$ cat src/rtl/save_ram_streamer.sv
// Save-RAM streamer: unloads byte-wide save RAM into packed 32-bit words and
// loads 32-bit words back into save RAM, one byte per cycle.
module save_ram_streamer #(
    parameter int ADDR_W     = 11,
    parameter int FIFO_DEPTH = 4
) (
    input  logic              clk,
    input  logic              reset,
    input  logic              start_unload,
    input  logic              start_load,
    input  logic [ADDR_W:0]   save_size,
    input  logic              endian_little,
    output logic [ADDR_W-1:0] ram_addr,
    output logic [7:0]        ram_wdata,
    output logic              ram_wren,
    input  logic [7:0]        ram_rdata,
    output logic [31:0]       out_word,
    output logic              out_valid,
    input  logic              out_ready,
    input  logic [31:0]       in_word,
    input  logic              in_valid,
    output logic              in_ready,
    output logic              busy,
    output logic              done
);

    // state      | meaning
    // IDLE       | waiting for a start request
    // UNLOAD     | issuing RAM reads and packing bytes into words
    // DRAIN      | all words pushed, waiting for the FIFO to empty
    // LOAD_WAIT  | waiting for the next input word
    // LOAD_WRITE | writing the latched word's bytes into RAM
    // FINISH     | one-cycle done pulse
    typedef enum logic [2:0] {
        S_IDLE, S_UNLOAD, S_DRAIN, S_LOAD_WAIT, S_LOAD_WRITE, S_FINISH
    } state_t;

    localparam int PTR_W = $clog2(FIFO_DEPTH);
    localparam int CNT_W = PTR_W + 1;
    localparam logic [ADDR_W:0] MAX_LEN = {1'b1, {ADDR_W{1'b0}}};

    state_t            state_q, state_d;
    logic [ADDR_W:0]   len_q, len_d;
    logic [ADDR_W:0]   idx_q, idx_d;
    logic [ADDR_W:0]   cap_idx_q, cap_idx_d;
    logic              little_q, little_d;
    logic              rd_pend_q, rd_pend_d;
    logic [31:0]       pack_q, pack_d;
    logic [31:0]       in_q, in_d;

    logic [31:0]       fifo_mem [FIFO_DEPTH];
    logic [PTR_W-1:0]  wr_ptr_q, rd_ptr_q;
    logic [CNT_W-1:0]  cnt_q;

    logic [ADDR_W:0]   idx_inc, cap_inc, len_clamp;
    logic [1:0]        cap_pos, ld_pos;
    logic [31:0]       merged;
    logic [7:0]        ld_byte;
    logic [CNT_W:0]    cnt_ext;
    logic              cap_last, push, pop, issue;

    assign idx_inc   = idx_q + (ADDR_W+1)'(1);
    assign cap_inc   = cap_idx_q + (ADDR_W+1)'(1);
    assign len_clamp = (save_size > MAX_LEN) ? MAX_LEN : save_size;

    assign cap_pos  = little_q ? cap_idx_q[1:0] : ~cap_idx_q[1:0];
    assign merged   = pack_q | ({24'b0, ram_rdata} << {cap_pos, 3'b000});
    assign cap_last = (cap_inc == len_q);
    assign push     = rd_pend_q && ((cap_idx_q[1:0] == 2'd3) || cap_last);
    assign pop      = (cnt_q != '0) && out_ready;

    // Count a push landing this cycle so a freshly issued final byte can never
    // produce a word while the FIFO is already full.
    assign cnt_ext = (CNT_W+1)'(cnt_q) + (CNT_W+1)'(push);
    assign issue   = (state_q == S_UNLOAD) && (idx_q != len_q)
                     && (cnt_ext < (CNT_W+1)'(FIFO_DEPTH));

    assign ld_pos  = little_q ? idx_q[1:0] : ~idx_q[1:0];
    assign ld_byte = 8'(in_q >> {ld_pos, 3'b000});

    assign out_word  = fifo_mem[rd_ptr_q];
    assign out_valid = (cnt_q != '0);

    always_comb begin
        state_d   = state_q;
        len_d     = len_q;
        idx_d     = idx_q;
        little_d  = little_q;
        in_d      = in_q;
        rd_pend_d = issue;
        cap_idx_d = issue ? idx_q : cap_idx_q;
        pack_d    = push ? 32'd0 : (rd_pend_q ? merged : pack_q);
        ram_addr  = '0;
        ram_wdata = 8'd0;
        ram_wren  = 1'b0;
        in_ready  = 1'b0;
        busy      = 1'b1;
        done      = 1'b0;

        case (state_q)
            S_IDLE: begin
                busy = 1'b0;
                if (start_unload || start_load) begin
                    len_d    = len_clamp;
                    little_d = endian_little;
                    idx_d    = '0;
                    pack_d   = 32'd0;
                    if (len_clamp == '0)
                        state_d = S_FINISH;
                    else if (start_unload)
                        state_d = S_UNLOAD;
                    else
                        state_d = S_LOAD_WAIT;
                end
            end
            S_UNLOAD: begin
                if (issue) begin
                    ram_addr = idx_q[ADDR_W-1:0];
                    idx_d    = idx_inc;
                end
                if (push && cap_last)
                    state_d = S_DRAIN;
            end
            S_DRAIN: begin
                if (cnt_q == '0)
                    state_d = S_FINISH;
            end
            S_LOAD_WAIT: begin
                in_ready = 1'b1;
                if (in_valid) begin
                    in_d    = in_word;
                    state_d = S_LOAD_WRITE;
                end
            end
            S_LOAD_WRITE: begin
                ram_wren  = 1'b1;
                ram_addr  = idx_q[ADDR_W-1:0];
                ram_wdata = ld_byte;
                idx_d     = idx_inc;
                if (idx_inc == len_q)
                    state_d = S_FINISH;
                else if (idx_q[1:0] == 2'd3)
                    state_d = S_LOAD_WAIT;
            end
            S_FINISH: begin
                busy    = 1'b0;
                done    = 1'b1;
                state_d = S_IDLE;
            end
            default: begin
                busy    = 1'b0;
                state_d = S_IDLE;
            end
        endcase
    end

    always_ff @(posedge clk or posedge reset) begin
        if (reset) begin
            state_q   <= S_IDLE;
            len_q     <= '0;
            idx_q     <= '0;
            cap_idx_q <= '0;
            little_q  <= 1'b0;
            rd_pend_q <= 1'b0;
            pack_q    <= 32'd0;
            in_q      <= 32'd0;
        end else begin
            state_q   <= state_d;
            len_q     <= len_d;
            idx_q     <= idx_d;
            cap_idx_q <= cap_idx_d;
            little_q  <= little_d;
            rd_pend_q <= rd_pend_d;
            pack_q    <= pack_d;
            in_q      <= in_d;
        end
    end

    always_ff @(posedge clk or posedge reset) begin
        if (reset) begin
            for (int i = 0; i < FIFO_DEPTH; i++)
                fifo_mem[i] <= 32'd0;
            wr_ptr_q <= '0;
            rd_ptr_q <= '0;
            cnt_q    <= '0;
        end else begin
            if (push) begin
                fifo_mem[wr_ptr_q] <= merged;
                wr_ptr_q           <= wr_ptr_q + PTR_W'(1);
            end
            if (pop)
                rd_ptr_q <= rd_ptr_q + PTR_W'(1);
            cnt_q <= cnt_q + CNT_W'(push) - CNT_W'(pop);
        end
    end

endmodule

$ cat config.mk
export PLATFORM = sky130hd
export DESIGN_NAME = save_ram_streamer
export DESIGN_NICKNAME = d
export VERILOG_FILES = /design/src/rtl/save_ram_streamer.sv
export SDC_FILE = /design/constraint.sdc
export NUM_CORES = 1
export LEC_CHECK = 0
export BUFFER_PORTS_ARGS = -buffer_cell sky130_fd_sc_hd__buf_2
export CAP_MARGIN = 40
export CORE_ASPECT_RATIO = 1.25
export CORE_MARGIN = 2
export CORE_UTILIZATION = 40
export CTS_CLUSTER_DIAMETER = 80
export DETAILED_ROUTE_END_ITERATION = 8
export PLACE_DENSITY = 0.7
export SYNTH_ARGS = -nofsm -noshare
export SYNTH_HDL_FRONTEND = slang
export SYNTH_SLANG_ARGS = --single-unit
$ cat constraint.sdc
create_clock -name clk -period 10.29 [get_ports clk]
set_clock_uncertainty 0.1 [all_clocks]
set_input_delay 1.029 -clock clk [delete_from_list [all_inputs] [get_ports clk]]
set_output_delay 1.029 -clock clk [all_outputs]
set_load 0.02 [all_outputs]
# Word level (Yosys, flattened, before mapping)
# Index checks and enable logic that the tools add are counted.
# totals
regBits	240
latchBits	0
ramBits	0
rom_bits	0
inputBits	59
out_inout_bits	56
wordCells	100
memories	0
# op_classes
add_sub_neg	7
n_mul	0
div_mod_pow	0
n_lt_le_gt_ge	5
n_eq_ne	16
n_shift	2
muxes	32
bitwise	5
reduce_logical	18
# op_table
cell	count
$mux 32	7
$bwmux 128	1
$bmux 32 s2	1
$demux 32 s2	1
$mux 12	3
$pmux 12 s3	1
$or 32x32->32	1
$shl 8x5->32	1
$shr 32x5->8	1
$add 12x1->12 const B	2
$eq 12x12->1	2
$pmux 11 s2	1
$mux 3	7
$pmux 3 s5	1
$gt 12x12->1 const B	1
$logic_not 12->1	1
$ne 12x12->1	1
$mux 11	1
$mux 8	1
$ne 2x2->1 const B	4
$eq 3x2->1 const B	2
$eq 3x3->1 const B	2
$ge 3x3->1 const B	2
$logic_and 1x1->1	6
21 further kinds	34

# Longest topological paths before layout
# depth
depth_word	9
ltp_mapped	15
depth_no_buf	13

# Least setup slack after synthesis
# No wires, ideal clock.
# synth_path
path_kind	reg-to-output
start	reg cap_idx_q[0]
end	out ram_addr[1]
t_arrival_ns	2.909
required_time_ns	9.161
slack_ns	6.252
path_stages_with_launch	13
path_buffers	4
path_cell_list	dfrtp_1 > ha_1 > buf_2 > xnor2_1 > o32a_1 > o211a_1 > o41a_1 > mux2_1 > buf_4 > or2_1 > buf_6 > buf_6 > and2_1
# synth_between
elab_chain_len	9
word_cells_on_any_way	10
cone_classes	add/sub: 2; order compare: 1; eq/ne: 2; mux: 2; reduce/logical: 3
# synth_lines
item	line	source
start: declaration	45	logic [ADDR_W:0] cap_idx_q, cap_idx_d;
start signal: assignment	171	cap_idx_q <= cap_idx_d;
$add 12x1->12	63	assign cap_inc = cap_idx_q + (ADDR_W+1)'(1);
$eq 12x12->1	68	assign cap_last = (cap_inc == len_q);
$logic_or 1x1->1 (*)	69	assign push = rd_pend_q && ((cap_idx_q[1:0] == 2'd3) || cap_last);
$logic_and 1x1->1 (*)	69	
$add 3x1->4 (*)	74	assign cnt_ext = (CNT_W+1)'(cnt_q) + (CNT_W+1)'(push);
$lt 4x3->1 (*)	76	&& (cnt_ext < (CNT_W+1)'(FIFO_DEPTH));
$logic_and 1x1->1 (*)	76	
$mux 11 (*)	117	if (issue) begin
$pmux 11 s2 (*)	100	case (state_q)
end: declaration	13	output logic [ADDR_W-1:0] ram_addr,
# Every way passes the cells marked *; elsewhere a longest branch is shown, timed or not.

# Worst setup path after layout
# layout_path
start	reg cap_idx_q[0]
end	out ram_addr[8]
# Same word-level chain as after synthesis.

==> impl_results.md <==
* Outcome: finished, final reports clean
* Worst setup path class: flip-flop to output pin
* Slew HR at 42.0%
* Cells resized by post-CTS repair at 0
* Number of nets in the final layout at 1084
* Switching Power at 1.07 mW
* Final weighted congestion in routability-driven placement at 0.841
* Summed area of non-filler cells in the final layout at 13400 µm²
* Met3 routed wirelength at 1210 µm
* Clk sink count at 240
* Post-synthesis area per instance at 12.6 µm²
* Footprint of the flip-flops and latches at 6010 µm²
* Starting utilization of the core area at 40.7%
* Final critical delay including setup and external delays at 5.51 ns
* Vias in the first global route at 7821
* Via count of the routed design at 7624
* Yosys cell types at 61
* Top delay family on crit path: simple AND/OR/NAND/NOR gates
* Number of routed nets with antenna violations at 0
* Comb power frac at 30.8%
* Wirelength, routed at 25800 µm
* Number of filler instances in the final layout at 2557
* Share of flip-flops with an asynchronous set or reset after synthesis at 100%
* Largest net degree at the start of global routing at 101
* Post-layout utilization of the core at 47.1%
* Synth-to-Final Area Change at 15.7%
* Cell with the largest stage delay on the worst path: mux2_1
* Clock transition at the registers of the reported paths at 0.06 ns
* Critical path buffers and inverters at 1
* Cell leakage power at 6.71 nW
* FMAX at 181 MHz
* Critical Path, Cell by Cell: ha_1, and3_1, a32o_1, nand4_1, or3_1, o41a_1, mux2_1, or2_1, and2_1, buf_2
* Met2 wire len at 12500 µm
* Worst IR drop on VDD at 183 µV
* Global-route wire length before repair at 41900 µm
* Cell at the root of the clock tree: clkbuf_16
* Number of buffers on the longest clock path at 3
* CTS H-Tree Depth at 1
* Worst-Skew Late Latency at 0.53 ns
* Horiz. Die Dim at 156 µm
* Total GRT Usage at 17.2%
* Final period util at 53.6%
* Ratio of routed vias to standard cells at 5.50
* Pins over their slew limit at 0
* Std-Cell Core Area at 28500 µm²
* Number of setup violations in the final report at 0
* Iteration count of the initial detailed-routing pass at 5
* Critical path peak fanout at 19
* Power density cells at 242 nW/µm²
* Area occupied by multi-input gates at 5270 µm²
* Die height at 194 µm
* Share of the synthesized area in the top cell type at 51.8%
* Post-CTS Setup Bufs at 0
* Power Internal at 2.17 mW
* Worst hold-check path type: flip-flop to flip-flop
* WL met1 at 11400 µm
* Post-route DRC at 0
* Highest layer used for signal routing: met4
* Number of violations reported at the end of detailed-routing iteration 0 at 369
* Clock power frac at 29.7%
* Number of flops mapped to enable cells by yosys at 0
* Endpoint required time on the critical path at 9.16 ns
* Max-cap violations at 0
* Buffers on Ports at 114
* Warnings, synthesis at 0
* Flop and latch count out of synthesis at 240
* Final Hold Violating Endpoints at 0
* Least-Margin Pin Slew at 0.870 ns
* Number of buffers inserted during clock tree synthesis at 26
* Cell count after synthesis at 916
* Number of nets produced by synthesis at 985
* Element type at the critical path end: output pin
* Crit path launch type: flip-flop
* Most frequent cells in the layout: dfrtp_1 (239), mux2_2 (175), buf_2 (114)
* Number of diodes added for antenna fixing at 0
* Die area at 30400 µm²
* RSZ-0062 raised after global routing: no
* Total grt overflow at 0
* Final Worst Setup Slack at 4.78 ns
* Post-route setup TNS at 0 ns
* I/O Pins at 115
* Std-Cell Rows at 69
* Share of power burned in registers at 39.4%
* TritonCTS clock tree: built
* Setup Slack @ Placement at 5.33 ns
* Post-detailed-route wirelength per cell at 18.6 µm
* Placed standard-cell area at 12500 µm²
* Most common cell after layout, fill and taps aside: dfrtp_1
* Mapped Area at 11600 µm²
* Prevailing post-synth register cell: dfrtp_1
* Largest area contributor in the synthesized netlist: dfrtp_1
* Largest stage delay on the critical path at 0.71 ns
* Antenna violations before repair at 0
* Layout cell share with drive strength beyond 1 at 38.2%
* Endpoint arrival time on the critical path at 4.38 ns
* Switch share at 33.0%
* Proportion of synthesized chip area in sequential cells at 51.8%
* Biggest area contributors in the synthesized netlist: dfrtp_1 (52%), mux2_2 (17%), mux4_2 (7.8%)
* CTS Hold Buffers Added at 0
* HPWL reported at the end of detailed placement at 17000 µm
==> final timing paths <==
| kind | from | end | slack, ns | cells after the start |
|---|---|---|---|---|
| worst max-delay path | cap_idx_q[0] | ram_addr[8] | 4.78 | 10 |
| max in group asynchronous | reset | fifo_mem[116] | 8.28 | 4 |
| worst max register to register | cap_idx_q[0] | cnt_q[2] | 6.20 | 13 |
| min in group asynchronous | reset | fifo_mem[104] | 0.51 | 2 |
| worst min register to register | fifo_mem[29] | fifo_mem[29] | 0.40 | 1 |
| worst min-delay path | fifo_mem[29] | fifo_mem[29] | 0.40 | 1 |
==> cell families (layout without fill, tap and decap cells) <==
kind of cell	after synthesis	count (layout)	share of synthesized area, %
adder cells (fa/ha/maj)	10	10	1.14
XOR/XNOR	36	36	2.79
AND/OR/NAND/NOR	194	194	8.20
buffers and inverters	75	191	2.65
AO/OA/AOI/OAI	139	139	7.99
multiplexers	222	222	25.4
flip-flops	240	240	51.8
==> power by group through the flow <==
stage                     Sequential, mW  Clock (mW)  Combinational [mW]
after detailed placement            1.29           0                1.01
after CTS                           1.28       0.987                1.02
final                               1.28       0.963                1.00
after global placement              1.29           0               0.961
after global routing                1.31        1.03                1.10
after floorplan                     1.18           0               0.839
==> synth_stat cells, drive strengths merged, types with 11 or more instances <==
master  count
dfrtp     240
mux2      176
nor2       63
o21ai      51
nand2      42
mux4       40
clkbuf     34
a21o       33
buf        26
xnor2      25
and2       22
inv        15
a21oi      12
xor2       11
==> metrics by stage <==
stage	power [mW]	std cells	hold slack (ns)
floorplan	2.02	916	0.364
global placement	2.25	1336	0.378
detailed placement	2.30	1342	0.387
CTS	3.28	1387	0.400
global route	3.43	1387	0.411
finish	3.24	1387	0.399
==> metal layers <==
metal  up-vias  GRT usage (%)
li1       3524              -
met1      3858           23.1
met2       199           28.9
met3        43           2.35
met4         0           5.37
met5         -              0
==> worst reg2reg max path, stage by stage (launching register included) <==
cell     delay [ns]
dfrtp_1        0.59
ha_1           0.45
and3_1         0.22
a32o_1         0.12
nand4_1        0.09
or3_1          0.41
o41a_1         0.38
nor2b_1        0.46
inv_1          0.13
ha_1           0.30
inv_1          0.04
ha_1           0.18
fa_1           0.38
xnor2_1        0.14
==> registers in the layout, summed over array words and instances, names as in the netlist <==
register	cells
pack_q	32
len_q	12
rd_ptr_q	2
cap_idx_q	12
rd_pend_q	1
state_q	3
cnt_q	3
in_q	32
fifo_mem	128
wr_ptr_q	2
little_q	1
idx_q	12
==> layout make-up <==
| type | instances | share of cell area [%] |
|---|---|---|
| Multi-Input combinational cell | 601 | 39.3 |
| Clock buffer | 38 | 5.80 |
| Inverter | 15 | 0.476 |
| Clock inverter | 7 | 0.868 |
| Timing Repair Buffer | 131 | 5.41 |
| Tap cell | 355 | 3.31 |
| Sequential cell | 240 | 44.8 |
(Power assumes the default switching activity.)
